[config.mk]
export PLATFORM = sky130hd
export DESIGN_NAME = hex_display_scanner
export DESIGN_NICKNAME = d
export VERILOG_FILES = /design/src/rtl/hex_display_scanner.sv
export SDC_FILE = /design/constraint.sdc
export NUM_CORES = 1
export LEC_CHECK = 0
export BUFFER_PORTS_ARGS = -buffer_cell sky130_fd_sc_hd__buf_2
export CAP_MARGIN = 20
export CORE_UTILIZATION = 50
export CTS_CLUSTER_SIZE = 14
export DETAILED_ROUTE_END_ITERATION = 6
export PLACE_DENSITY = 0.7
export SLEW_MARGIN = 10
export SYNTH_ARGS = -nofsm -noshare
export SYNTH_HDL_FRONTEND = slang
export SYNTH_SLANG_ARGS = --single-unit
[constraint.sdc]
create_clock -name clk -period 2.3 [get_ports clk]
set_input_delay 0.23 -clock clk [delete_from_list [all_inputs] [get_ports clk]]
set_output_delay 0.23 -clock clk [all_outputs]
set_load 0.005 [all_outputs]
[src/rtl/hex_display_scanner.sv]
// Multiplexed 7-segment hex scanner: shadow-registered value/dp, prescaled digit
// rotation, leading-zero blanking, and fully registered segment/anode outputs.

module hex_display_seg_dec (
   input  logic [3:0] nib,
   output logic [6:0] seg
);
   // Active-low {g..a} patterns; polarity is handled by the caller.
   always_comb begin
      seg = 7'h7F;
      case (nib)
         4'h0: seg = 7'h40;
         4'h1: seg = 7'h79;
         4'h2: seg = 7'h24;
         4'h3: seg = 7'h30;
         4'h4: seg = 7'h19;
         4'h5: seg = 7'h12;
         4'h6: seg = 7'h02;
         4'h7: seg = 7'h78;
         4'h8: seg = 7'h00;
         4'h9: seg = 7'h10;
         4'hA: seg = 7'h08;
         4'hB: seg = 7'h03;
         4'hC: seg = 7'h46;
         4'hD: seg = 7'h21;
         4'hE: seg = 7'h06;
         4'hF: seg = 7'h0E;
         default: seg = 7'h7F;
      endcase
   end
endmodule

module hex_display_scanner #(
   parameter int NUM_DIGITS     = 4,
   parameter int REFRESH_DIV    = 50000,
   parameter int SEG_ACTIVE_LOW = 1,
   parameter int AN_ACTIVE_LOW  = 1,
   parameter int BLANK_LEADING  = 1
) (
   input  logic                    clk,
   input  logic                    rst,
   input  logic                    load_i,
   input  logic [4*NUM_DIGITS-1:0] value_i,
   input  logic [NUM_DIGITS-1:0]   dp_i,
   input  logic                    enable_i,
   output logic [6:0]              seg_o,
   output logic                    dp_o,
   output logic [NUM_DIGITS-1:0]   an_o,
   output logic                    frame_o
);
   localparam int IW = (NUM_DIGITS > 1) ? $clog2(NUM_DIGITS) : 1;
   localparam int PW = $clog2(REFRESH_DIV);

   localparam logic [6:0]            SEG_OFF = (SEG_ACTIVE_LOW != 0) ? 7'h7F : 7'h00;
   localparam logic                  DP_OFF  = (SEG_ACTIVE_LOW != 0);
   localparam logic [NUM_DIGITS-1:0] AN_OFF  = (AN_ACTIVE_LOW != 0) ? {NUM_DIGITS{1'b1}} : '0;

   logic [PW-1:0]                  presc;
   logic [IW-1:0]                  idx;
   logic [NUM_DIGITS-1:0][3:0]     shadow;
   logic [NUM_DIGITS-1:0]          shadow_dp;
   logic [NUM_DIGITS-1:0][6:0]     dec_seg;
   logic [NUM_DIGITS-1:0]          blank;
   logic                           zero_run;
   logic [NUM_DIGITS-1:0]          an_hot;
   logic [6:0]                     seg_al;
   logic                           slot_end;

   for (genvar g = 0; g < NUM_DIGITS; g++) begin : g_dec
      hex_display_seg_dec u_dec (.nib(shadow[g]), .seg(dec_seg[g]));
   end

   // Walk from the leftmost digit down; a digit blanks while everything at and
   // above it is still zero. Digit 0 always shows.
   always_comb begin
      zero_run = 1'b1;
      blank    = '0;
      for (int i = NUM_DIGITS - 1; i >= 0; i--) begin
         zero_run = zero_run && (shadow[i] == 4'h0);
         if (BLANK_LEADING != 0 && i > 0) blank[i] = zero_run;
      end
   end

   always_comb begin
      an_hot      = '0;
      an_hot[idx] = 1'b1;
      seg_al      = blank[idx] ? 7'h7F : dec_seg[idx];
      slot_end    = (presc == PW'(REFRESH_DIV - 1));
   end

   always_ff @(posedge clk or posedge rst) begin
      if (rst) begin
         presc     <= '0;
         idx       <= '0;
         shadow    <= '0;
         shadow_dp <= '0;
         seg_o     <= SEG_OFF;
         dp_o      <= DP_OFF;
         an_o      <= AN_OFF;
         frame_o   <= 1'b0;
      end else begin
         if (load_i) begin
            shadow    <= value_i;
            shadow_dp <= dp_i;
         end
         frame_o <= 1'b0;
         if (enable_i) begin
            if (slot_end) begin
               presc <= '0;
               if (idx == IW'(NUM_DIGITS - 1)) begin
                  idx     <= '0;
                  frame_o <= 1'b1;
               end else begin
                  idx <= idx + IW'(1);
               end
            end else begin
               presc <= presc + PW'(1);
            end
            // Outputs reflect the state held before this edge, so anode and
            // segments move together one edge after the index changes.
            seg_o <= (SEG_ACTIVE_LOW != 0) ? seg_al : ~seg_al;
            dp_o  <= (SEG_ACTIVE_LOW != 0) ? ~shadow_dp[idx] : shadow_dp[idx];
            an_o  <= (AN_ACTIVE_LOW != 0) ? ~an_hot : an_hot;
         end else begin
            seg_o <= SEG_OFF;
            dp_o  <= DP_OFF;
            an_o  <= AN_OFF;
         end
      end
   end
endmodule

==> impl.org <==
** Run status
- Result of the run :: complete, but fails checks
- Violated checks :: design-rule violations

** Timing
- Setup Skew :: 0.0103 ns
- Setup repair after global routing left no endpoint under its margin.
- At the pin with the least slew margin, the transition time is 0.584 ns.
- Of the available clock period, the critical path in the final layout requires 0.806.
- Highest attainable clock frequency :: 540 MHz
- After layout, the minimum clock period comes to 1.85 ns.
- Final Hold Viols :: 0
- Final total negative setup slack :: 0 ns
- Pins Over Slew Limit :: 0
- Setup violations remaining at the end of the flow were counted as 0.
- Worst-case headroom to the max-slew limit :: 0.606

** Route
- In the routed design, unresolved DRC markers number 1.
- Drt wl/cell :: between 15 and 20 um
- Aggregate routed wire length :: slightly below 7000 um
- Once detail routing completed, the nets flagged for antenna violations numbered 0.
- Via density per instance :: 5.69
- The detailed router finished its first iteration with 103 violations.
- Number of detailed-route iterations in the first pass :: 6
- Detailed routing inserted a total of 2564 vias.

** CTS
- Gates resized during post-CTS repair numbered 0.
- Post-CTS timing repair inserted 0 buffers for setup.
- In this run the deepest clock path goes through 2 buffers.
- TritonCTS built the clock tree.
- Clock-pin slew on the worst setup and hold paths :: 0.10 ns
- Clock root buffer :: clkbuf_8
- Post-CTS Hold Buffers :: 1
- Insertion delay of the later-clocked pin in the worst-skew pair :: 0.31 ns
- CTS H-Tree Depth :: 2
- Total clock buffers created by CTS :: 5
- CTS saw 51 sinks.

** Critical path
- Together, buffers and inverters on the worst path number 1.
- Worst path depth :: 5
- In this run the register-to-register setup slack is 0.45 ns.
- For the worst setup path, the data arrival time is 2.04 ns.
- The slowest stage of the critical path belongs to the cell dfrtp_1.
- Worst reg-to-reg path cell count :: 5
- The worst setup path is launched from a flip-flop.
- The worst setup path is of the flip-flop to flip-flop kind.
- CP peak stage delay :: approximately 0.47 ns
- Sort of element at the end of the critical path :: flip-flop
- Among the stages of the critical path, the cell type that occurs most often is a211oi_1.
- The critical path goes through inv_1 > ha_1 > a211oi_1 > a211oi_1 > o41ai_1.
- STA puts the critical path data required time at ~2.5 ns.
- The kind of cell with the highest combined delay along the critical path is compound AO/OA/AOI/OAI gates.
- Max Fanout on Critical Path :: 6

** Final layout
- After routing the design area is 3720 um^2.
- In the final layout, the share of cells above drive strength 1 is 0.265.
- At the end of the flow, the number of nets in the layout was 430.
- Area delta synth->final :: 9.71%
- Inserted Diodes :: 0

** Synth
- Total nets after synthesis :: 400
- Summed over all instances, the cell type with the most area after synthesis is dfrtp_1.
- For this run, the leading register cell type out of synthesis is dfrtp_1.
- The cell count after synthesis came out at around 340.
- Distinct cell type count of the synthesized netlist :: 56
- After synthesis, the cell types taking the most area are dfrtp_1, ha_1, dfstp_2, mux2_2, nand2_1.
- Sequential cell area fraction in the yosys report :: 0.381
- The synthesized design contains 0 enable-type register cells.
- Cell with the most instances after synthesis :: dfrtp_1
- Counting flops with an async set or reset pin after synthesis yields a share of 1.00.
- Number of warning messages in the yosys log :: 0
- In this run the cell area of the synthesized design comes to 3390 um^2.
- A synthesized cell averages 9.88 um^2.
- Fraction of synthesized cell area taken by the top area cell type :: 0.288
- Yosys reg bits :: 51
- Leading cell types by count after synthesis :: dfrtp_1, nand2_1, ha_1

** Floorplan
- During I/O placement, the number of pins put on the boundary was 37.
- Standard-cell row count :: 29
- Measured along the y axis, the die boundary spans 84.3 um.
- The initial utilization of the core area, before any placement, comes to 0.525.
- The floorplan step set the die width to 84.3 um.
- The floorplan step defined a die boundary enclosing 7110 um^2.
- The floorplan step defined a core boundary enclosing 6460 um^2.

** Power and ir drop
- In this run the power density over the cells is 593 nW/um^2.
- Peak supply drop :: 285 uV
- Static leakage :: 1.67 nW

** Global routing
- First-pass GRT wire length :: around 12000 um
- The via count of the first global-routing pass was 2415.
- In the global route stage, overall resource usage came out at 0.208.
- GR Overflow Total :: 0
- Pin count of the biggest net entering global routing :: 31
- The initial antenna violation count was 0.

** Placed design
- Buffers placed on the I/O ports in this run total 36.
- Placement-stage cell area :: 3600 um^2
- Half-perimeter wire length of the detailed placement result :: 5140 um
- GPL Wtd Cong :: 0.841

** Min path
- Hold path cells :: 3
- The min-delay analysis places its worst path in the category input pin to flip-flop.

** Run
- Number of max-cap violations :: 0
-- worst paths after layout --
kind                                             start                      to
worst min-delay path                       value_i[13]  shadow[13]$_DFFE_PP0P_
min in group asynchronous                          rst   shadow[0]$_DFFE_PP0P_
worst max-delay path            shadow[12]$_DFFE_PP0P_      seg_o[3]$_DFF_PP1_
max in group asynchronous                          rst      seg_o[3]$_DFF_PP1_
worst min register to register   presc[10]$_DFFE_PP0P_   presc[10]$_DFFE_PP0P_
worst max register to register  shadow[12]$_DFFE_PP0P_      seg_o[3]$_DFF_PP1_
-- metal layers --
layer | routed length [um] | global-route usage | vias to the layer above
li1 | - | - | 1276
met1 | 3300 | 0.281 | 1243
met2 | 3380 | 0.352 | 40
met3 | 156 | 0.0305 | 5
met4 | 61 | 0.0517 | 0
met5 | 0 | 0 | -
-- state kept, by name, summed over array words and instances (netlist names) --
signal	cells
seg_o	7
an_o	4
shadow	16
shadow_dp	4
idx	2
frame_o	1
dp_o	1
presc	16
-- worst register-to-register path, delay by kind of cell, from the launching register on --
family	cells	cell delay (ns)
flops	1	0.47
buf+inv	1	0.15
fa+ha+maj	1	0.34
compound gates	3	0.78
-- cell families (layout without fill, tap and decap cells) --
logic type,Yosys count,after routing,share of synthesized area
AND/OR/NAND/NOR,111,111,0.178
AO/OA/AOI/OAI,73,73,0.145
flip-flops,51,51,0.381
buffers and inverters,39,70,0.0532
adder cells (fa/ha/maj),33,33,0.122
multiplexers,27,27,0.0975
XOR/XNOR,9,9,0.0233
-- final cells by class --
type | instances | area, um^2
sequential | 51 | 1290
clock inverter | 2 | 37.5
tap | 77 | 96.3
timing repair buffer | 42 | 228
fill | 560 | 2740
inverter | 20 | 75.1
multi-input combinational | 253 | 1920
clock buffer | 6 | 72.6
-- per-stage QoR --
stage / hold slack, ns / power, mW / cells / worst slack [ns] / utilization
after floorplan: 0.351 / 1.45 / 343 / 0.566 / -
after global placement: 0.246 / 1.57 / 442 / 0.524 / 0.557
after detailed placement: 0.255 / 1.59 / 442 / 0.491 / 0.557
after CTS: 0.109 / 2.23 / 451 / 0.441 / 0.576
after global routing: 0.118 / 2.33 / 451 / 0.288 / 0.576
final: 0.118 / 2.20 / 451 / 0.447 / 0.576
-- placed cells by master, fill, tap and decap left out, types with 4 or more instances in the layout --
cell type | Yosys | final
nor2b_1 | 8 | 8
nand2_1 | 35 | 35
mux2_2 | 18 | 18
nand2b_1 | 6 | 6
buf_4 | 0 | 5
buf_2 | 3 | 36
dfrtp_1 | 39 | 39
mux2i_1 | 6 | 6
nor2_1 | 15 | 15
o211ai_1 | 4 | 4
nor3_1 | 6 | 6
xnor2_1 | 5 | 5
a21oi_1 | 12 | 12
xor2_1 | 4 | 4
nand3b_1 | 6 | 6
dfstp_2 | 12 | 12
nand4_1 | 4 | 4
ha_1 | 33 | 33
inv_1 | 20 | 19
or2_2 | 4 | 4
clkbuf_8 | 0 | 5
o21ai_0 | 20 | 20
nand3_1 | 9 | 9
a211oi_1 | 9 | 9
-- where the power goes --
group / switching (mW) / internal, mW / leakage (nW) / total, mW
logic: 0.209 / 0.219 / 1.01 / 0.428
registers: 0.146 / 0.999 / 0.605 / 1.14
clock network: 0.306 / 0.325 / 0.0514 / 0.631
total: 0.661 / 1.54 / 1.67 / 2.20
(Power assumes the default switching activity.)
